## src/rtl/float_round_pack_pkg.sv

```systemverilog
// Shared types and constants for the binary32 round/pack stage.
// Holds the rounding-mode codes, the fflags bit positions and the stage-1 register layout.
package float_round_pack_pkg;
   localparam int FP_MAN_W = 24;
   localparam int FP_EXP_W = 10;

   localparam logic [2:0] RM_RNE = 3'b000;
   localparam logic [2:0] RM_RTZ = 3'b001;
   localparam logic [2:0] RM_RDN = 3'b010;
   localparam logic [2:0] RM_RUP = 3'b011;
   localparam logic [2:0] RM_RMM = 3'b100;

   localparam int FFLAG_NX = 0;
   localparam int FFLAG_UF = 1;
   localparam int FFLAG_OF = 2;
   localparam int FFLAG_DZ = 3;
   localparam int FFLAG_NV = 4;

   typedef struct packed {
      logic                sgn;
      logic [FP_EXP_W-1:0] exp;
      logic [FP_MAN_W-1:0] man;
      logic                rb;
      logic                st;
      logic                skip;
      logic                iv;
      logic                dz;
      logic [2:0]          rm;
      logic                tiny;
      logic                no_uf;
   } s1_t;

   // Unknown mode codes fall through to round-to-nearest-even.
   function automatic logic round_inc(input logic [2:0] rm, input logic sgn,
                                      input logic lsb, input logic rb, input logic st);
      case (rm)
         RM_RTZ:  return 1'b0;
         RM_RDN:  return (rb | st) & sgn;
         RM_RUP:  return (rb | st) & ~sgn;
         RM_RMM:  return rb;
         default: return rb & (st | lsb);
      endcase
   endfunction
endpackage

```

## src/rtl/float_shift_sticky.sv

```systemverilog
// Right shift of a {man, round, sticky} vector; every bit shifted out lands in bit 0.
// Amounts beyond the vector width clamp to a full flush into sticky.
module float_shift_sticky #(
   parameter int W    = 26,
   parameter int SH_W = 11
) (
   input  logic [W-1:0]    data_i,
   input  logic [SH_W-1:0] sh_i,
   output logic [W-1:0]    data_o
);
   localparam int CW = $clog2(W + 1);

   logic [CW-1:0]  sh_c;
   logic [2*W-1:0] wide;

   assign sh_c   = (sh_i > SH_W'(W)) ? CW'(W) : sh_i[CW-1:0];
   assign wide   = {data_i, {W{1'b0}}} >> sh_c;
   assign data_o = {wide[2*W-1:W+1], wide[W] | (|wide[W-1:0])};
endmodule

```

## src/rtl/float_round_pack.sv

```systemverilog
// Two-stage round-and-pack of an unrounded FPU result into binary32 plus fflags.
// Stage 1 denormalises subnormal-range results; stage 2 rounds, flags and packs.
module float_round_pack
   import float_round_pack_pkg::*;
#(
   parameter int MAN_W = FP_MAN_W,
   parameter int EXP_W = FP_EXP_W
) (
   input  logic             clk,
   input  logic             reset,
   input  logic             flush,
   input  logic             valid_in,
   output logic             ready_out,
   output logic             valid_out,
   input  logic             ready_in,
   input  logic [2:0]       rm,
   input  logic [MAN_W-1:0] man_in,
   input  logic [EXP_W-1:0] exp_in,
   input  logic             sgn_in,
   input  logic             round_bit,
   input  logic             sticky_bit,
   input  logic             skip_round,
   input  logic             IV,
   input  logic             DZ,
   output logic [31:0]      float_out,
   output logic [4:0]       fflags
);
   logic        s1_valid_q, s2_valid_q, s1_adv, s2_adv;
   s1_t         s1_d, s1_q;
   logic [31:0] float_q, res_d;
   logic [4:0]  fflags_q, flg_d;

   assign s2_adv    = !s2_valid_q || ready_in;
   assign s1_adv    = !s1_valid_q || s2_adv;
   assign ready_out = s1_adv;
   assign valid_out = s2_valid_q;
   assign float_out = float_q;
   assign fflags    = fflags_q;

   logic             sub_range;
   logic [EXP_W:0]   sh;
   logic [MAN_W+1:0] shifted;

   assign sub_range = !skip_round && (exp_in[EXP_W-1] || exp_in == '0);
   assign sh        = (EXP_W+1)'(1) - {exp_in[EXP_W-1], exp_in};

   float_shift_sticky #(.W(MAN_W+2), .SH_W(EXP_W+1)) u_shift (
      .data_i ({man_in, round_bit, sticky_bit}),
      .sh_i   (sh),
      .data_o (shifted)
   );

   always_comb begin
      s1_d      = '0;
      s1_d.sgn  = sgn_in;
      s1_d.rm   = rm;
      s1_d.skip = skip_round;
      s1_d.iv   = IV;
      s1_d.dz   = DZ;
      // Rounding the unshifted mantissa up to 2^-126 means not tiny after rounding.
      s1_d.no_uf = (exp_in == '0) && (&man_in)
                   && round_inc(rm, sgn_in, man_in[0], round_bit, sticky_bit);
      if (sub_range) begin
         s1_d.exp                    = '0;
         {s1_d.man, s1_d.rb, s1_d.st} = shifted;
         s1_d.tiny                   = 1'b1;
      end else begin
         s1_d.exp = exp_in;
         s1_d.man = man_in;
         s1_d.rb  = round_bit;
         s1_d.st  = sticky_bit;
      end
   end

   logic           inc, nx, of, max_fin;
   logic [MAN_W:0] sum;
   logic [EXP_W:0] exp_r;

   always_comb begin
      inc   = round_inc(s1_q.rm, s1_q.sgn, s1_q.man[0], s1_q.rb, s1_q.st);
      sum   = {1'b0, s1_q.man} + {{MAN_W{1'b0}}, inc};
      // Mantissa carry-out bumps the exponent; a subnormal reaching bit 23 becomes exponent 1.
      exp_r = {s1_q.exp[EXP_W-1], s1_q.exp} + {{EXP_W{1'b0}}, sum[MAN_W]}
              + {{EXP_W{1'b0}}, s1_q.tiny & sum[MAN_W-1]};
      nx      = s1_q.rb | s1_q.st;
      of      = !exp_r[EXP_W] && (exp_r >= (EXP_W+1)'(255));
      max_fin = (s1_q.rm == RM_RTZ) || (s1_q.rm == RM_RDN && !s1_q.sgn)
                || (s1_q.rm == RM_RUP && s1_q.sgn);
      res_d   = {s1_q.sgn, exp_r[7:0], sum[MAN_W] ? 23'd0 : sum[22:0]};
      flg_d           = '0;
      flg_d[FFLAG_NV] = s1_q.iv;
      flg_d[FFLAG_DZ] = s1_q.dz;
      if (s1_q.skip) begin
         res_d = {s1_q.sgn, s1_q.exp[7:0], s1_q.man[22:0]};
      end else begin
         flg_d[FFLAG_NX] = nx;
         flg_d[FFLAG_UF] = nx & s1_q.tiny & ~s1_q.no_uf;
         if (of) begin
            flg_d[FFLAG_OF] = 1'b1;
            res_d = max_fin ? {s1_q.sgn, 31'h7F7FFFFF} : {s1_q.sgn, 31'h7F800000};
         end
      end
   end

   always_ff @(posedge clk or posedge reset) begin
      if (reset) begin
         s1_valid_q <= 1'b0;
         s2_valid_q <= 1'b0;
         s1_q       <= '0;
         float_q    <= '0;
         fflags_q   <= '0;
      end else if (flush) begin
         s1_valid_q <= 1'b0;
         s2_valid_q <= 1'b0;
         float_q    <= '0;
         fflags_q   <= '0;
      end else begin
         if (s1_adv) begin
            s1_valid_q <= valid_in;
            if (valid_in) s1_q <= s1_d;
         end
         if (s2_adv) begin
            s2_valid_q <= s1_valid_q;
            if (s1_valid_q) begin
               float_q  <= res_d;
               fflags_q <= flg_d;
            end
         end
      end
   end
endmodule

```

## config.mk

```make
export PLATFORM = sky130hd
export DESIGN_NAME = float_round_pack
export DESIGN_NICKNAME = d
export VERILOG_FILES = /design/src/rtl/float_round_pack_pkg.sv /design/src/rtl/float_shift_sticky.sv /design/src/rtl/float_round_pack.sv
export SDC_FILE = /design/constraint.sdc
export NUM_CORES = 1
export LEC_CHECK = 0
export CAP_MARGIN = 40
export CORE_AREA = 3 3 120 122
export DETAILED_ROUTE_END_ITERATION = 10
export DIE_AREA = 0 0 123 125
export GPL_TIMING_DRIVEN = 0
export PLACE_DENSITY = 0.79
export SLEW_MARGIN = 20
export SYNTH_ARGS = -nofsm -noshare
export SYNTH_HDL_FRONTEND = slang
export SYNTH_SLANG_ARGS = --single-unit
```

## constraint.sdc

```tcl
create_clock -name clk -period 5.55 [get_ports clk]
set_input_delay 0.555 -clock clk [delete_from_list [all_inputs] [get_ports clk]]
set_output_delay 0.555 -clock clk [all_outputs]
set_load 0.02 [all_outputs]
```

Word-level counts from Yosys, hierarchy flattened
Cells that the tools add are included.
Word-level totals
  input port bits: 48
  logic and storage cells: 93
  register bits after elaboration: 84
  output and inout bits: 39
Operators by class
  muxes and demuxes: 21
  bitwise gates (word level): 18
  add/subtract/negate cells: 4
  reductions and logical operators: 24
  equality and inequality tests: 8
  shifts and indexed selects: 1
  magnitude comparators: 2
Operators by type and width (count)
  32-bit 2-to-1 mux: 3
  31-bit 2-to-1 mux: 2
  52-bit by 5-bit right shift with 52-bit output: 1
  36-bit 2-to-1 mux: 1
  26-bit OR reduction: 1
  24-bit by 1-bit adder with 25-bit output: 1
  24-bit 2-to-1 mux: 1
  24-bit AND reduction: 1
  23-bit 2-to-1 mux: 1
  5-bit 2-to-1 mux: 4
  3-bit by 2-bit == test with 1-bit output, second input constant: 4
  10-bit by 2-bit adder with 11-bit output: 1
  11-bit by 1-bit adder with 11-bit output: 1
  11-bit by 8-bit >= comparator with 1-bit output, second input constant: 1
  11-bit by 5-bit greater-than comparator with 1-bit output, second input constant: 1
  2-bit by 10-bit subtractor with 11-bit output, first input constant: 1
  10-bit zero test: 1
  1-bit AND: 9
  1-bit case mux with 4 select lines: 2
  3-bit by 1-bit == test with 1-bit output, second input constant: 2
  3-bit == test, second input constant: 2
  1-bit logical AND: 6
  1-bit 2-to-1 mux: 6
  2-bit nonzero test: 3
  other kinds (7): 22

Longest topological paths before layout
Gate-level depths: netlist of run 1.
  depth after elaboration: 13
  mapped depth: 29

Cells and area by module
A second synthesis of run 1 with hierarchy kept.
Unflattened totals
  cells, all modules: 879
  area total of the unflattened synthesis: 6985.4 um^2
Modules (own cells, without submodules)
  float_round_pack: instances 1, area each 5027.3 um^2, sequential area each 2102.0 um^2, cells an instance 562
  float_shift_sticky: instances 1, area each 1958.1 um^2, sequential area each 0.0 um^2, cells an instance 317

Worst setup path before layout of run 1
No wires, ideal clock.
  path type: register to register
  from: reg s1_q[3] (netlist bit)
  to: reg float_q[18], in the netlist float_out[18]
  setup time: 0.125 ns
  path slack: 0.271 ns
  arrival time: 5.154 ns
  path buffers: 2
  cell stages (with the launch flop): 29
  path through: dfrtp_1 -> and3b_1 -> ha_1 -> and3b_1 -> a21oi_1 -> nand2_1 -> a22o_1 -> ha_1 -> ha_1 -> nand3_1 -> nor4_1 -> and3_1 -> nand3_1 -> nor2_1 -> nand3_1 -> fa_1 -> inv_1 -> ha_1 -> inv_1 -> nor3b_1 -> a31oi_1 -> o22ai_1 -> a32o_1 -> a32o_1 -> clkbuf_1 -> clkbuf_1 -> a21oi_1 -> o221ai_1 -> nand2_1
Between the ends
  longest elaborated chain between the ends: 12
  elaborated cells between the ends (all ways): 23
  classes of those cells: add/sub (3); order compare (1); eq/ne (4); mux (8); bitwise (1); reduce/logical (6)
RTL lines
  start: declaration: RTL line float_round_pack.sv:29  | s1_t s1_d, s1_q;
  start signal: assignment: RTL line float_round_pack.sv:109  | s1_q <= '0;
  start signal: assignment: RTL line float_round_pack.sv:120  | if (valid_in) s1_q <= s1_d;
  3-bit == test, or another cell as far along: RTL line float_round_pack_pkg.sv:36  | case (rm)
  1-bit case mux with 4 select lines: RTL line float_round_pack_pkg.sv:36
  24-bit by 1-bit adder with 25-bit output: RTL line float_round_pack.sv:81  | sum = {1'b0, s1_q.man} + {{MAN_W{1'b0}}, inc};
  10-bit by 2-bit adder with 11-bit output / 1-bit AND (equally long branches): RTL line float_round_pack.sv:83, float_round_pack.sv:84
  11-bit by 1-bit adder with 11-bit output: RTL line float_round_pack.sv:84  | + {{EXP_W{1'b0}}, s1_q.tiny & sum[MAN_W-1]};
  11-bit by 8-bit >= comparator with 1-bit output / 1-bit zero test (equally long branches): RTL line float_round_pack.sv:86  | of = !exp_r[EXP_W] && (exp_r >= (EXP_W+1)'(255));
  1-bit logical AND: RTL line float_round_pack.sv:86
  31-bit 2-to-1 mux (*): RTL line float_round_pack.sv:98  | if (of) begin
  31-bit 2-to-1 mux (*): RTL line float_round_pack.sv:93  | if (s1_q.skip) begin
  32-bit 2-to-1 mux (*): RTL line float_round_pack.sv:124  | if (s1_valid_q) begin
  32-bit 2-to-1 mux (*): RTL line float_round_pack.sv:122  | if (s2_adv) begin
  32-bit 2-to-1 mux (*): RTL line float_round_pack.sv:112  | end else if (flush) begin
  end signal: assignment: RTL line float_round_pack.sv:125  | float_q <= res_d;
  end: declaration: RTL line float_round_pack.sv:30  | logic [31:0] float_q, res_d;
Every way passes the cells marked *; elsewhere a longest branch is shown, timed or not. The select of a mux whose other input is x is not followed.
A chain may end at the register's enable or synchronous reset.

Final worst setup path of run 1
  from: reg s1_q[3] (netlist bit)
  to: reg float_q[5], in the netlist float_out[5]
The elaborated chain is that of the path after synthesis.

==> flow_summary.yaml, run 1 <==
synth:
  synth_xor_area_share_pct: 0.908
  synth-compound-area-share_pct: 32.8
  synth_top_area_share_pct: 31.1
  synthTopCellsByArea: "dfrtp_1, nand2_1, a21oi_1, o21ai_0, nor2_1"
  ys_ff_latch: 84
  ys_seq_area_share_pct: 31.1
  synth_adder_area_share_pct: 1.41
  synthArstFlopShare_pct: 100
  syn-cell-area_um2: 6750
  synth_simple_gate_area_share_pct: 22.7
  synthesis.nets: 935
  synth_common_cells: "nand2_1, a21oi_1, dfrtp_1, o21ai_0, nor2_1"
  synth.mux.area_fraction_pct: 5.56
  ys_warn_count: 0
  yosys.cell_count.top_type: "nand2_1"
  avgSynthCellArea_um2: 7.67
  synth_ff_type: "dfrtp_1"
  synth_edf_count: 0
  synth_cells: 880
  synth.distinct_cells: 75
  yosysTopAreaCell: "dfrtp_1"
  synth_top_family_by_area: "compound AO/OA/AOI/OAI gates"
floorplanning:
  core_area_um2: 13300
  row_count: 42
  pin_count: 87
  die_h_um: 125
  start_util_pct: 50.8
  die-area_um2: 15400
  die_width_um: 123
worst_setup_path:
  rr_startpoint: "s1_q[3]$_DFFE_PP0P_"
  slowest_delay_ps: 420
  reg2reg_setup_slack_ps: 180
  crit_slowest_cell: "dfrtp_1"
  cpMostUsedCell: "nand2_1"
  critical_path_arrival_ps: 5600
  worst_r2r_endpoint: "float_out[5]$_DFFE_PP0P_"
  cp.required_ps: 5780
  crit_path_max_fanout: 10
  crit_type: "reg2reg"
  critPathLaunchType: "flop"
  cp-end-kind: "flop"
  reg2reg_depth: 28
clocking:
  htreeDepth: 3
  cts-root-buf: "clkbuf_16"
  clk_pin_slew_worst_paths_ps: 60
  numCtsBuffers: 9
  ctsLongestPathBuffers: 2
  clock_latency_ps: 340
  holdBufCountCts: 0
  cts_sinks: 84
  cts_tree: "done"
finish:
  drive_gt1_share_pct: 9.53
  seq_area_um2: 2100
  antenna_cells: 0
  syn2layout_area_growth_pct: 23.4
  final_cells: 1162
  nNetsFinal: 1036
  multiInputGateArea_um2: 4400
  fillers: 1162
detailed_routing:
  num_vias: 7915
  ant_nets: 0
  wl_met1_um: 10500
  top_layer: "met4"
  dr_wl_met3_um: 2380
  drc_errors: 0
  viasPerCell: 6.81
  drt_iter0_markers: 1061
  dr.pass1.iters: 6
  wire_per_inst_um: 23.6
  dr_wl_met2_um: 12500
  wl_um: 27400
global_route:
  grt_pass1_wl_um: 42000
  first_global_vias: 7494
  grtUsageTotal_pct: 35.0
  grt-ovfl-total: 0
  grt_max_degree: 59
  antenna_found_initial: 0
job:
  maxCapViolations: 0
timing:
  hold_ws_ps: 478
  max_freq_ghz: 0.186
  fin_crit_sh_pct: 96.7
  finalSetupTns_ps: 0
  report.final.slew_viol_count: 0
  fin_skew_ps: 5.94
  hold_viol: 0
  min_period_ps: 5370
  slew_headroom_pct: 42.6
  finalSetupViolCount: 0
  worst_pin_slew_ps: 858
placement:
  gp_congestion: 1.10
  place.detailed.hpwl_um: 20000
  place_inst: 1137
  port_buffers: 80
power_and_ir_drop:
  pwr_density_cell_nw_per_um2: 231
  p_leak_nw: 3.39
  finalPower_mw: 1.92
  max-vdd-ir-drop_v: 0.000146
worst_hold_path:
  hold_start: "float_out[13]$_DFFE_PP0P_"
  holdCritPathClass: "reg2reg"
  min_path_cells: 2
  holdPathEnd: "float_out[13]$_DFFE_PP0P_"
run_status:
  status: "finished clean"
flip-flops by register name, summed over array words and instances, names as in the netlist:
signal / cells
s1_q: 43
float_out: 32
fflags: 5
flg_d: 2
s1_valid_q: 1
valid_out: 1
worst max-delay path, delay by kind of cell (launching register included):
family          cells  cell delay (ps)
buf+inv             3              390
flops               1              420
compound gates      9             1550
xor+xnor            1              210
simple gates       11             1660
fa+ha+maj           4             1030
placed cells by master, fill, tap and decap left out, types with 13 or more instances in the layout:
cell type / Yosys / routed
clkdlybuf4s50_1: 0 / 80
a22oi_1: 13 / 13
dfrtp_1: 84 / 84
o21ai_0: 84 / 84
nor3_1: 15 / 14
a21oi_1: 89 / 89
nor2_1: 66 / 63
nand2_1: 134 / 133
inv_1: 23 / 22
o221ai_1: 14 / 13
clkbuf_1: 46 / 40
nand3_1: 29 / 26
mux2i_1: 24 / 24
a22o_1: 13 / 13
routing by layer:
layer	global-route usage (%)	up-vias
li1	-	3501
met2	54.9	586
met1	44.8	3672
met4	23.0	0
met5	0	-
met3	4.92	156
through the flow:
stage	setup slack [ps]	instance area (um^2)	utilization, %
final	182	8340	62.7
after global routing	-69.1	8340	62.7
after CTS	12.4	8180	61.5
after detailed placement	-986	7810	58.8
after global placement	-812	7770	58.5
after floorplan	271	6750	-
cell type report:
class | instances | share of cell area [%]
sequential | 84 | 25.2
inverter | 23 | 1.07
clock buffer | 12 | 3.08
buffer | 64 | 3.62
multi-input combinational | 707 | 52.8
tap | 176 | 2.64
timing repair buffer | 92 | 11.0
clock inverter | 4 | 0.570
kinds of logic after synthesis:
group                    Yosys count
AO/OA/AOI/OAI                    334
XOR/XNOR                           7
adder cells (fa/ha/maj)            7
buffers and inverters             89
flip-flops                        84
multiplexers                      36
AND/OR/NAND/NOR                  323
where the power goes:
group          switching [mW]  total (mW)  internal [mW]  leakage [nW]
clock network           0.235       0.606          0.371         0.149
logic                   0.358       0.578          0.220          2.15
registers              0.0678       0.740          0.672          1.09
worst max path at each step:
stage                        startpoint                        end  slack [ps]  cells after the start
floorplan           s1_q[3]$_DFFE_PP0P_  float_out[18]$_DFFE_PP0P_         270                     28
global placement    s1_q[3]$_DFFE_PP0P_  float_out[18]$_DFFE_PP0P_        -810                     29
detailed placement  s1_q[3]$_DFFE_PP0P_  float_out[18]$_DFFE_PP0P_        -990                     27
CTS                 s1_q[3]$_DFFE_PP0P_  float_out[18]$_DFFE_PP0P_          10                     26
global route        s1_q[3]$_DFFE_PP0P_   float_out[5]$_DFFE_PP0P_         -70                     28
finish              s1_q[3]$_DFFE_PP0P_   float_out[5]$_DFFE_PP0P_         180                     28
timing repair:
action / 4_1_cts / 5_1_grt
pin swaps: 2 / 5
resized for setup: 15 / 28
endpoints found under the setup margin: 32 / 35
setup buffers: 2 / 8
Power figures use the tool's default switching activity.
==> inputs of run 2 (changes only) <==
--- a/config.mk
+++ b/config.mk
@@ -7,10 +7,12 @@
 export LEC_CHECK = 0
 export CAP_MARGIN = 40
 export CORE_AREA = 3 3 120 122
+export CTS_CLUSTER_SIZE = 20
 export DETAILED_ROUTE_END_ITERATION = 10
 export DIE_AREA = 0 0 123 125
 export GPL_TIMING_DRIVEN = 0
 export PLACE_DENSITY = 0.79
+export RECOVER_POWER = 100
 export SLEW_MARGIN = 20
 export SYNTH_ARGS = -nofsm -noshare
 export SYNTH_HDL_FRONTEND = slang
==> run 2 against run 1 <==
Effect of this change:
- the run now ends with max-capacitance violations, max-slew violations left
- design area shrank 0.53%
- utilization shrank 0.33 points
- global-route usage is the same
- register-to-register slack gained 20 ps
- combinational power shrank 2%
- flip-flop and latch count is the same
- routed wire length grew 0.44%
==> flow_summary.yaml, run 2 (synthesis gave the netlist of run 1 again) <==
floorplanning:
  pin_count: 87
  die_width_um: 123
  row_count: 42
  die_h_um: 125
  die-area_um2: 15400
  start_util_pct: 50.8
  core_area_um2: 13300
finish:
  nNetsFinal: 1036
  final_common_cell: "nand2_1"
  regMostFlops: "s1_q"
  drive_gt1_share_pct: 8.92
  syn2layout_area_growth_pct: 22.8
  antenna_cells: 0
  multiInputGateArea_um2: 4390
  fillers: 1172
  final_cells: 1162
  seq_area_um2: 2100
  final_cell_mix: "nand2_1, a21oi_1, o21ai_0"
  fin_area_um2: 8290
  largest_reg_flops: 43
worst_setup_path:
  cp.required_ps: 5770
  worst_r2r_endpoint: "float_out[18]$_DFFE_PP0P_"
  critPathLaunchType: "input pin"
  rr_startpoint: "s1_q[3]$_DFFE_PP0P_"
  reg2reg_setup_slack_ps: 200
  crit_path_max_fanout: 13
  critical_path_arrival_ps: 5580
  reg2reg_depth: 28
  cp-end-kind: "flop"
  crit_type: "in2reg"
run_status:
  status: "finished with violations"
  violations: "max-capacitance violations, max-slew violations"
placement:
  place_inst: 1137
  gp_congestion: 1.10
  port_buffers: 80
  place.detailed.hpwl_um: 20000
  dpl-instance-area_um2: 7810
detailed_routing:
  dr.pass1.iters: 6
  ant_nets: 0
  drt_iter0_markers: 1054
  viasPerCell: 6.82
  num_vias: 7921
  drc_errors: 0
  wl_um: 27500
  wire_per_inst_um: 23.7
clocking:
  clock_latency_ps: 340
  cts_sinks: 84
  cts_tree: "done"
  clk_pin_slew_worst_paths_ps: 60
  htreeDepth: 3
  holdBufCountCts: 0
  ctsLongestPathBuffers: 2
  numCtsBuffers: 9
  cts-root-buf: "clkbuf_16"
timing:
  hold_viol: 0
  hold_ws_ps: 472
  worst_pin_slew_ps: 2950
  min_period_ps: 5360
  report.final.slew_viol_count: 59
  fin_crit_sh_pct: 96.6
  fin_skew_ps: 5.52
  finalSetupViolCount: 0
  max_freq_ghz: 0.186
  slew_headroom_pct: -96.4
power_and_ir_drop:
  p_leak_nw: 3.48
  max-vdd-ir-drop_v: 0.000144
  pwr_density_cell_nw_per_um2: 231
global_route:
  first_global_vias: 7494
  grt_max_degree: 59
  antenna_found_initial: 0
  grtUsageTotal_pct: 35.0
  grt_pass1_wl_um: 42000
  grt-ovfl-total: 0
worst_hold_path:
  hold_start: "float_out[13]$_DFFE_PP0P_"
  holdCritPathClass: "reg2reg"
  holdPathEnd: "float_out[13]$_DFFE_PP0P_"
  min_path_cells: 2
job:
  maxCapViolations: 1
[run 2: cell count changes in the layout (fill, tap and decap cells not counted), sizes merged]
cell           change
clkdlybuf4s50     -42
dlygate4sd3       +42
buf                -6
clkbuf             +6
clkinvlp           +1
inv                -1
[run 2: final cells by class]
class                           count  share of cell area (%)
Buffer                             64                    3.62
Clock buffer                       12                    3.09
Clock inverter                      4                   0.573
Inverter                           23                    1.06
Multi-Input combinational cell    707                    52.9
Sequential cell                    84                    25.4
Tap cell                          176                    2.66
Timing Repair Buffer               92                    10.8
[run 2: critical path, cell delays in order]
cell	delay (ps)
clkdlybuf4s50_1	470
clkbuf_1	260
inv_1	440
ha_1	400
or4b_1	480
o211ai_1	250
a2bb2oi_1	120
buf_2	240
nand2_1	480
clkbuf_1	530
o2bb2ai_1	240
a32oi_1	370
nand4b_1	140
nor4_1	260
and3_1	240
o21ai_1	90
[run 2: per-layer routing]
layer  track usage, %  vias to the layer above  routed length [um]
met1             44.8                     3649               10500
met3             4.92                      156                2450
li1                 -                     3497                   -
met4             23.0                        0                2030
met2             54.9                      619               12600
met5                0                        -                   0
[run 2: timing repair]
action,CTS,global route
gates cloned,0,0
gates resized for setup,15,28
endpoints found under the setup margin,32,35
pin swaps,2,5
buffers inserted,2,8
[run 2: how the worst max path moves through the flow]
stage	startpoint	endpoint	slack, ps	cells after the start
floorplan	s1_q[3]$_DFFE_PP0P_	float_out[18]$_DFFE_PP0P_	270	28
global placement	s1_q[3]$_DFFE_PP0P_	float_out[18]$_DFFE_PP0P_	-810	29
detailed placement	s1_q[3]$_DFFE_PP0P_	float_out[18]$_DFFE_PP0P_	-990	27
CTS	s1_q[3]$_DFFE_PP0P_	float_out[18]$_DFFE_PP0P_	10	26
global route	s1_q[3]$_DFFE_PP0P_	float_out[5]$_DFFE_PP0P_	-70	28
finish	exp_in[1]	s1_q[8]$_DFFE_PP0P_	190	16
[run 2: power breakdown]
group          switching [mW]  internal [mW]  leakage (nW)  total, mW
clock                   0.233          0.371         0.149      0.605
combinational           0.358          0.210          2.24      0.568
sequential             0.0668          0.672          1.09      0.739
[run 2: per-stage QoR]
| stage | power [mW] | TNS (ps) | util (%) | setup slack, ps |
|---|---|---|---|---|
| global placement | 1.27 | -16960 | 58.5 | -812 |
| global route | 2.00 | -429 | 62.4 | -69.2 |
| detailed placement | 1.28 | -20310 | 58.8 | -986 |
| floorplan | 1.06 | 0 | - | 271 |
| CTS | 1.88 | 0 | 61.5 | 12.4 |
| finish | 1.91 | 0 | 62.4 | 187 |
